## src/rtl/booth_pkg.sv

```systemverilog
// Shared types and constants for the radix-4 Booth sequential multiplier.
package booth_pkg;

  localparam int unsigned OP_W    = 8;
  localparam int unsigned PROD_W  = 16;
  localparam int unsigned NDIGITS = 4;
  localparam int unsigned IDX_W   = 2;

  typedef enum logic [1:0] {
    IDLE = 2'd0,
    RUN  = 2'd1,
    DONE = 2'd2
  } state_e;

  // Booth triplet {x[2i+1], x[2i], x[2i-1]} with x[-1] = 0.
  function automatic logic [2:0] booth_triplet(input logic [OP_W-1:0] x,
                                               input logic [IDX_W-1:0] idx);
    logic [OP_W:0] ext;
    logic [OP_W:0] sh;
    ext = {x, 1'b0};
    sh  = ext >> {idx, 1'b0};
    return sh[2:0];
  endfunction

endpackage

```

## src/rtl/booth_pp_sel.sv

```systemverilog
// Radix-4 Booth partial-product selector: decodes one triplet into a
// sign-extended, already-negated partial product of the multiplicand.
module booth_pp_sel
  import booth_pkg::*;
(
  input  logic [2:0]        triplet,
  input  logic [OP_W-1:0]   y,
  output logic [PROD_W-1:0] pp
);

  logic              w_single;
  logic              w_double;
  logic              w_neg;
  logic [PROD_W-1:0] w_y_ext;
  logic [PROD_W-1:0] w_mag;

  assign w_single = triplet[1] ^ triplet[0];
  assign w_double = (triplet == 3'b100) || (triplet == 3'b011);
  assign w_neg    = triplet[2];
  assign w_y_ext  = {{(PROD_W-OP_W){y[OP_W-1]}}, y};

  always_comb begin
    w_mag = '0;
    if (w_single)      w_mag = w_y_ext;
    else if (w_double) w_mag = w_y_ext << 1;
  end

  // A zero-magnitude digit with neg set (triplet 111) contributes exactly 0.
  assign pp = (w_neg && (w_mag != '0)) ? (~w_mag + PROD_W'(1)) : w_mag;

endmodule

```

## src/rtl/booth_mul_seq.sv

```systemverilog
// Sequential 8x8 signed radix-4 Booth multiplier: one digit per cycle,
// valid/ready handshakes on both operand and product sides.
module booth_mul_seq
  import booth_pkg::*;
(
  input  logic              clk,
  input  logic              rst_n,
  input  logic              in_valid,
  output logic              in_ready,
  input  logic [OP_W-1:0]   x,
  input  logic [OP_W-1:0]   y,
  output logic              out_valid,
  input  logic              out_ready,
  output logic [PROD_W-1:0] product
);

  state_e            r_state;
  state_e            w_state_nxt;
  logic [OP_W-1:0]   r_x;
  logic [OP_W-1:0]   r_y;
  logic [PROD_W-1:0] r_acc;
  logic [IDX_W-1:0]  r_idx;
  logic              r_in_ready;
  logic              r_out_valid;
  logic [PROD_W-1:0] r_product;

  logic [2:0]        w_triplet;
  logic [PROD_W-1:0] w_pp;
  logic [PROD_W-1:0] w_pp_shift;
  logic [PROD_W-1:0] w_acc_sum;
  logic              w_last_digit;

  assign w_triplet    = booth_triplet(r_x, r_idx);
  assign w_pp_shift   = w_pp << {r_idx, 1'b0};
  assign w_acc_sum    = r_acc + w_pp_shift;
  assign w_last_digit = (r_idx == IDX_W'(NDIGITS - 1));

  booth_pp_sel u_pp_sel (
    .triplet (w_triplet),
    .y       (r_y),
    .pp      (w_pp)
  );

  // Next-state logic.
  always_comb begin
    w_state_nxt = r_state;
    case (r_state)
      IDLE:    if (in_valid)     w_state_nxt = RUN;
      RUN:     if (w_last_digit) w_state_nxt = DONE;
      DONE:    if (out_ready)    w_state_nxt = IDLE;
      default:                   w_state_nxt = IDLE;
    endcase
  end

  always_ff @(posedge clk) begin
    if (!rst_n) r_state <= IDLE;
    else        r_state <= w_state_nxt;
  end

  // Operand latch, accumulator and digit index.
  always_ff @(posedge clk) begin
    if (!rst_n) begin
      r_x   <= '0;
      r_y   <= '0;
      r_acc <= '0;
      r_idx <= '0;
    end else begin
      case (r_state)
        IDLE: begin
          if (in_valid) begin
            r_x   <= x;
            r_y   <= y;
            r_acc <= '0;
            r_idx <= '0;
          end
        end
        RUN: begin
          r_acc <= w_acc_sum;
          r_idx <= r_idx + IDX_W'(1);
        end
        default: ;
      endcase
    end
  end

  // Outputs are registered off the next state so they track the state decode.
  always_ff @(posedge clk) begin
    if (!rst_n) begin
      r_in_ready  <= 1'b1;
      r_out_valid <= 1'b0;
      r_product   <= '0;
    end else begin
      r_in_ready  <= (w_state_nxt == IDLE);
      r_out_valid <= (w_state_nxt == DONE);
      if (w_state_nxt != DONE)  r_product <= '0;
      else if (r_state == RUN)  r_product <= w_acc_sum;
      else                      r_product <= r_acc;
    end
  end

  assign in_ready  = r_in_ready;
  assign out_valid = r_out_valid;
  assign product   = r_product;

endmodule

```

## config.mk

```make
export PLATFORM = sky130hd
export DESIGN_NAME = booth_mul_seq
export DESIGN_NICKNAME = d
export VERILOG_FILES = /design/src/rtl/booth_pkg.sv /design/src/rtl/booth_pp_sel.sv /design/src/rtl/booth_mul_seq.sv
export SDC_FILE = /design/constraint.sdc
export NUM_CORES = 1
export LEC_CHECK = 0
export ABC_AREA = 1
export CAP_MARGIN = 20
export CORE_ASPECT_RATIO = 2
export CORE_MARGIN = 2
export CORE_UTILIZATION = 60
export DETAILED_ROUTE_END_ITERATION = 12
export DONT_BUFFER_PORTS = 1
export GPL_ROUTABILITY_DRIVEN = 0
export PLACE_DENSITY = 0.76
export SETUP_SLACK_MARGIN = 0.05
export SYNTH_ARGS = -nofsm -noshare
export SYNTH_HDL_FRONTEND = slang
export SYNTH_HIERARCHICAL = 1
export SYNTH_SLANG_ARGS = --single-unit
```

## constraint.sdc

```tcl
create_clock -name clk -period 5.5 [get_ports clk]
set_input_delay 1.1 -clock clk [delete_from_list [all_inputs] [get_ports clk]]
set_output_delay 1.1 -clock clk [all_outputs]
set_load 0.1 [all_outputs]
```

==> results by group, run 1 <==
Status
  – Outcome: finished, final reports clean

Synthesis
  – #FFs+latches synth: 54
  – Yosys cell types: 37
  – Synthesized area per cell: 6.443 um^2
  – Post-synthesis sequential area ratio: 29.49%
  – Syn_nets: 610
  – Ys async rst share: 0%
  – Predominant post-synthesis flop cell: dfxtp_1
  – Post-synth EDFFs: 0
  – Synth Cell Area: 3666 um^2
  – Yosys warnings: 6
  – Synth Instances: 569

Clock network
  – Root Buffer: clkbuf_16
  – CTS H-tree depth: 2
  – CTS Buffer Depth: 2
  – CTS clock-pin slew for the worst setup and hold paths: 70 ps
  – Number of buffers created by CTS: 5
  – CTS tree: yes
  – Worst-skew pair later-pin latency: 300 ps
  – Sinks on Clock Net: 54
  – Post-CTS Hold Fix Bufs: 0

STA
  – RSZ-0062 raised after global routing: no
  – Clk_skew: 7.338 ps
  – Setup-failing EPs final: 0
  – Period Utilization, post-route: 89.92%
  – Fmax: 0.2022 GHz
  – Final min period: 4945 ps
  – Slew Limit Fails: 0
  – Worst slew margin: 35.71%
  – Hold Fails Final Rpt: 0
  – Setup TNS: 0 ps
  – Actual slew at the worst max-slew pin: 963.1 ps

Worst setup path
  – Crit. End Element: flop
  – Worst r2r path cells: 33
  – Critical-path top delay cell: dfxtp_2
  – Worst path arrival time: 5150 ps
  – CP max FO: 16
  – Worst Setup Start Kind: flop
  – Crit path top cell by count: nand2_1
  – Slowest cell delay on critical path: 450 ps
  – Critical path required time: 5710 ps
  – Critical path class: flop to flop

Global routing
  – First-pass GRT wire length: 14180 um
  – Gr ovfl total: 0
  – Initial antenna violation count: 0
  – Vias in the first global route: 3172
  – GRT Overall Usage: 26.89%
  – Largest net degree at the start of global routing: 22

Power and ir drop
  – LEAKAGE: 1.893 nW
  – PD cells: 301.8 nW/um^2
  – Max IR drop VDD: 0.2099 mV
  – Total power: 0.001157 W

Drt
  – DRT iter0 DRCs: 146
  – Detailed-route DRC error count: 0
  – DRT Pass-1 Iters: 4
  – Vias per cell: 5.495
  – Wire length on met3: 203 um
  – Top sig layer: met4
  – Met1 Wirelength: 3074 um
  – Post-Route WL: 8413 um
  – WL met2: 4703 um
  – Wire per inst: 13.44 um
  – Via count: 3440
  – Antenna Nets Post-Route: 0

Layout
  – P&R area growth vs syn: 4.608%
  – Total Nets Final: 603
  – Layout Cells excl Fill: 626
  – Ant. Diodes: 0
  – FILL cells: 548
  – Layout cells sized above 1: 8.348%

Job
  – Max Cap Violations: 0

Die
  – DIE HEIGHT: 114.5 um
  – Cell Rows: 40
  – Starting density of the core: 61.55%
  – Chip Width: 59.27 um
  – Die area: 6789 um^2
  – IO Pins: 38
  – Core box area: 5956 um^2

Place
  – Dpl hpwl: 6654 um
  – Cells after DPL: 617
  – # port buffers: 0

Worst hold path
  – Worst hold path type: flop to flop
  – Worst hold stages: 2
## where the power goes
group	internal, W	switching (W)
sequential	0.000413	0.0000247
combinational	0.000137	0.000265
clock	0.000170	0.000148
## worst paths after layout
kind	startpoint	endpoint	slack (ps)
max reg2reg	r_idx[0]	product[15]	550
min	r_acc[0]	r_acc[0]	490
max	r_idx[0]	product[15]	550
min reg2reg	r_acc[0]	r_acc[0]	490
## cells by family (layout without fill, tap and decap cells)
group	Yosys count	in the layout	synth area share, %
XOR/XNOR	5	5	1.195
flip-flops	54	54	29.49
AO/OA/AOI/OAI	105	105	15.36
adder cells (fa/ha/maj)	21	21	7.372
buffers and inverters	94	88	10.65
multiplexers	6	6	1.638
AND/OR/NAND/NOR	284	284	34.30
## repair_timing
action / CTS / global route
gates resized for setup: 0 / 7
hold endpoints to repair: 0 / 0
setup buffers: 0 / 1
endpoints found under the setup margin: 0 / 18
## synthesized netlist by cell type (2+ instances only)
master	count	area share [%]
o211ai_1	2	0.41
o22ai_1	2	0.34
inv_1	70	7.2
a21oi_1	48	6.6
nand2_1	167	17
o21ai_0	42	5.7
o21ai_1	5	0.68
nand3b_1	3	0.61
nor2_4	5	1.5
nor2_1	61	6.2
inv_2	4	0.41
xor2_1	3	0.72
buf_6	3	0.92
ha_1	20	6.8
nor3_1	4	0.55
a21oi_2	4	0.96
nand2_2	3	0.51
mux2i_1	6	1.6
buf_2	7	0.96
clkbuf_1	7	0.72
nand3_1	27	3.7
nand2_4	5	1.5
nand3_2	3	0.82
dfxtp_1	54	29
xnor2_1	2	0.48
## layout make-up
type	count	area [um^2]	share of cell area [%]
multi-input cells	421	2200	57.36
flip-flops and latches	54	1084	28.25
inverters	76	294.0	7.667
clock buffers	5	125.1	3.263
well taps	63	78.83	2.055
repair buffers	4	30.03	0.7830
clock inverters	3	23.77	0.6199
## placed cells by master, fill, tap and decap left out, drive strengths merged
cell type    n
clkbuf       5
or2          1
buf          4
a21oi       52
clkinv       1
xor2         3
nand2      175
nor3         4
o22ai        2
nand4        1
xnor2        2
clkinvlp     3
and2         1
dfxtp       54
ha          20
inv         75
fa           1
o21ai       49
nand3b       3
o211ai       2
nor2        68
mux2i        6
nand3       31
## sequential cells by signal, summed over array words and instances (netlist names)
register / flops
r_y: 8
out_valid: 1
r_x: 8
r_idx: 2
r_acc: 16
r_state: 2
product: 16
in_ready: 1
## per-stage QoR
stage                     area [um^2]  worst slack (ps)  utilization (%)  hold WS, ps
after floorplan                  3666             952.0                -        449.5
after global placement           3665             385.2            61.53        465.5
after detailed placement         3665             218.1            61.53        476.5
after CTS                        3814             193.7            64.03        489.2
after global routing             3835             64.17            64.39        511.0
final                            3835             554.6            64.39        485.1
## metal layers
metal / global-route usage (%) / vias up
met2: 49.89 / 68
li1: - / 1794
met4: 15.00 / 0
met5: 0 / -
met1: 27.41 / 1545
met3: 3.051 / 33
## critical path: cells and delay by family (launching register included)
kind / cells / cell delay (ps)
buffers and inverters: 5 / 480
adder cells (fa/ha/maj): 4 / 1040
XOR/XNOR: 1 / 230
flip-flops: 1 / 450
AO/OA/AOI/OAI: 6 / 920
AND/OR/NAND/NOR: 17 / 1730
Power figures use the tool's default switching activity.
==> run 2: changes to the inputs <==
--- a/config.mk
+++ b/config.mk
@@ -6,7 +6,7 @@
 export NUM_CORES = 1
 export LEC_CHECK = 0
 export ABC_AREA = 1
-export CAP_MARGIN = 20
+export CAP_MARGIN = 0
 export CORE_ASPECT_RATIO = 2
 export CORE_MARGIN = 2
 export CORE_UTILIZATION = 60
==> constraint.sdc (replaced) <==
create_clock -name clk -period 6.3 [get_ports clk]
set_input_delay 1.26 -clock clk [delete_from_list [all_inputs] [get_ports clk]]
set_output_delay 1.26 -clock clk [all_outputs]
set_load 0.1 [all_outputs]
==> run 2 against run 1 <==
Via count fell by 0.78%; flip-flop and latch count did not move; non-clock buffer count fell by 3; count of clock-buffer cells in the layout did not move; routed wire length fell by 0.74%; core utilization fell by 0.19 points; setup slack improved by 240 ps; register-to-register slack improved by 240 ps; largest power group unchanged; total power fell by 9.6%; combinational power fell by 15%; fmax fell by 10%; global-route usage fell by 0.41 points.
==> results by group, run 2 (synthesis results as in run 1) <==
Status
  – Outcome: finished, final reports clean

Drt
  – Detailed-route DRC error count: 0
  – Post-Route WL: 8351 um
  – Via count: 3413
  – Antenna Nets Post-Route: 0
  – Vias per cell: 5.478
  – Wire per inst: 13.40 um
  – DRT iter0 DRCs: 126
  – DRT Pass-1 Iters: 4

Worst setup path
  – Worst path arrival time: 5720 ps
  – Critical-path top delay cell: ha_1
  – Worst Setup Start Kind: flop
  – Slowest cell delay on critical path: 580 ps
  – Critical path required time: 6510 ps
  – Crit. End Element: flop
  – CP Depth: 29
  – R2r endpoint: r_acc[14]
  – Worst Path Buf+Inv: 4
  – Worst r2r path cells: 29
  – Flop2flop setup slack: 790 ps
  – Reg2reg start: r_idx[1]
  – Critical Path End: r_acc[14]
  – Crit path top cell by count: nand2_1
  – Cell family with most CP delay: simple AND/OR/NAND/NOR gates
  – CP max FO: 20
  – Critical path class: flop to flop
  – CP Launch Point: r_idx[1]

Clock network
  – Number of buffers created by CTS: 5
  – Post-CTS Hold Fix Bufs: 0
  – CTS clock-pin slew for the worst setup and hold paths: 70 ps
  – Worst-skew pair later-pin latency: 300 ps
  – CTS tree: yes
  – Sinks on Clock Net: 54
  – Root Buffer: clkbuf_16
  – CTS H-tree depth: 2
  – CTS Buffer Depth: 2

Place
  – Cells after DPL: 615
  – Area post-placement: 3650 um^2
  – # port buffers: 0
  – Dpl hpwl: 6574 um

STA
  – Actual slew at the worst max-slew pin: 955.7 ps
  – Worst slew margin: 36.20%
  – Hold Fails Final Rpt: 0
  – Setup TNS: 0 ps
  – Clk_skew: 9.365 ps
  – Fmax: 0.1815 GHz
  – Slew Limit Fails: 0
  – Final min period: 5509 ps
  – Setup-failing EPs final: 0
  – Period Utilization, post-route: 87.45%
  – RSZ-0062 raised after global routing: no

Global routing
  – Largest net degree at the start of global routing: 22
  – Gr ovfl total: 0
  – GRT Overall Usage: 26.48%
  – First-pass GRT wire length: 13900 um
  – Initial antenna violation count: 0
  – Vias in the first global route: 3197

Power and ir drop
  – LEAKAGE: 1.897 nW
  – Net Sw Frac: 36.35%
  – Clock Power Share: 30.7%
  – Max IR drop VDD: 0.2625 mV
  – Int Power: 0.0006661 W
  – Total power: 0.001047 W
  – PD cells: 273.7 nW/um^2
  – NetSw: 0.0003804 W
  – Gate power share: 32.7%
  – Sequential share of power: 36.5%

Layout
  – Layout cells sized above 1: 7.143%
  – P&R area growth vs syn: 4.300%
  – Design Area, Final: 3824 um^2
  – Ant. Diodes: 0
  – Layout Cells excl Fill: 623
  – Commonest non-fill, non-tap cell in the layout: nand2_1
  – Total Nets Final: 600
  – Most frequent cells in the layout: nand2_1, inv_1, nor2_1

Die
  – Core box area: 5956 um^2
  – Starting density of the core: 61.55%
  – Chip Width: 59.27 um
  – Die area: 6789 um^2
  – IO Pins: 38
  – Cell Rows: 40
  – DIE HEIGHT: 114.5 um

Job
  – Max Cap Violations: 0

Worst hold path
  – Worst hold path type: flop to flop
## run 2: changes by cell type in the layout (fill, tap and decap cells not counted), sizes merged
cell / before / now
buf: 4 / 1
clkinvlp: 3 / 0
bufinv: 0 / 1
clkinv: 1 / 2
inv: 75 / 76
## run 2: worst min-delay path by stage
stage	startpoint	slack, ps	end	cells past startpoint
after global placement	r_x[7]	470	r_x[7]	2
after CTS	r_x[4]	490	r_x[4]	2
after detailed placement	r_x[4]	480	r_x[4]	2
final	r_x[4]	490	r_x[4]	2
after global routing	r_acc[14]	500	product[14]	2
after floorplan	r_x[2]	450	r_x[2]	2
## run 2: final cells by class
| class | instances | area, um^2 |
|---|---|---|
| fillers | 548 | 2132 |
| flip-flops and latches | 54 | 1082 |
| well taps | 63 | 78.83 |
| multi-input cells | 421 | 2195 |
| clock buffers | 5 | 125.1 |
| repair buffers | 1 | 7.507 |
| inverters | 76 | 287.8 |
| clock inverters | 3 | 47.55 |
## run 2: worst min-delay path, cell delays in order, from the launching register on
cell and delay [ps]:
dfxtp_1 330, nor2_1 50, nor2_1 80
## run 2: per-layer routing
layer,wire length [um],GRT usage (%)
met5,0,0
met3,194,3.390
met4,449,16.82
met2,4670,49.82
met1,3038,25.16
## run 2: power groups by stage
stage	logic, W	clock network, W	registers (W)
6_report	0.000342	0.000322	0.000382
5_1_grt	0.000391	0.000336	0.000384
3_3_place_gp	0.000330	0	0.000389
4_1_cts	0.000343	0.000326	0.000382
3_5_place_dp	0.000341	0	0.000390
2_1_floorplan	0.000287	0	0.000383
## run 2: timing repair
item                       4_1_cts  5_1_grt
gates resized for setup          0        1
setup endpoints to repair        0        6
setup buffers                    0        0
## run 2: per-stage QoR
| step | setup WS (ps) | hold WS, ps | utilization, % |
|---|---|---|---|
| finish | 790.9 | 487.7 | 64.20 |
| global route | 126.0 | 497.8 | 64.20 |
| CTS | 717.3 | 490.8 | 64.18 |
| detailed placement | 746.9 | 476.5 | 61.28 |
| global placement | 947.2 | 468.9 | 61.28 |
| floorplan | 1752 | 449.5 | - |
==> run 3: changes to the inputs <==
--- a/config.mk
+++ b/config.mk
@@ -6,7 +6,6 @@
 export NUM_CORES = 1
 export LEC_CHECK = 0
 export ABC_AREA = 1
-export CAP_MARGIN = 0
 export CORE_ASPECT_RATIO = 2
 export CORE_MARGIN = 2
 export CORE_UTILIZATION = 60
@@ -15,6 +14,7 @@
 export GPL_ROUTABILITY_DRIVEN = 0
 export PLACE_DENSITY = 0.76
 export SETUP_SLACK_MARGIN = 0.05
+export SKIP_CTS_REPAIR_TIMING = 1
 export SYNTH_ARGS = -nofsm -noshare
 export SYNTH_HDL_FRONTEND = slang
 export SYNTH_HIERARCHICAL = 1
==> results of run 3 <==
Final layout, timing and power as in run 2 (identical DEF).
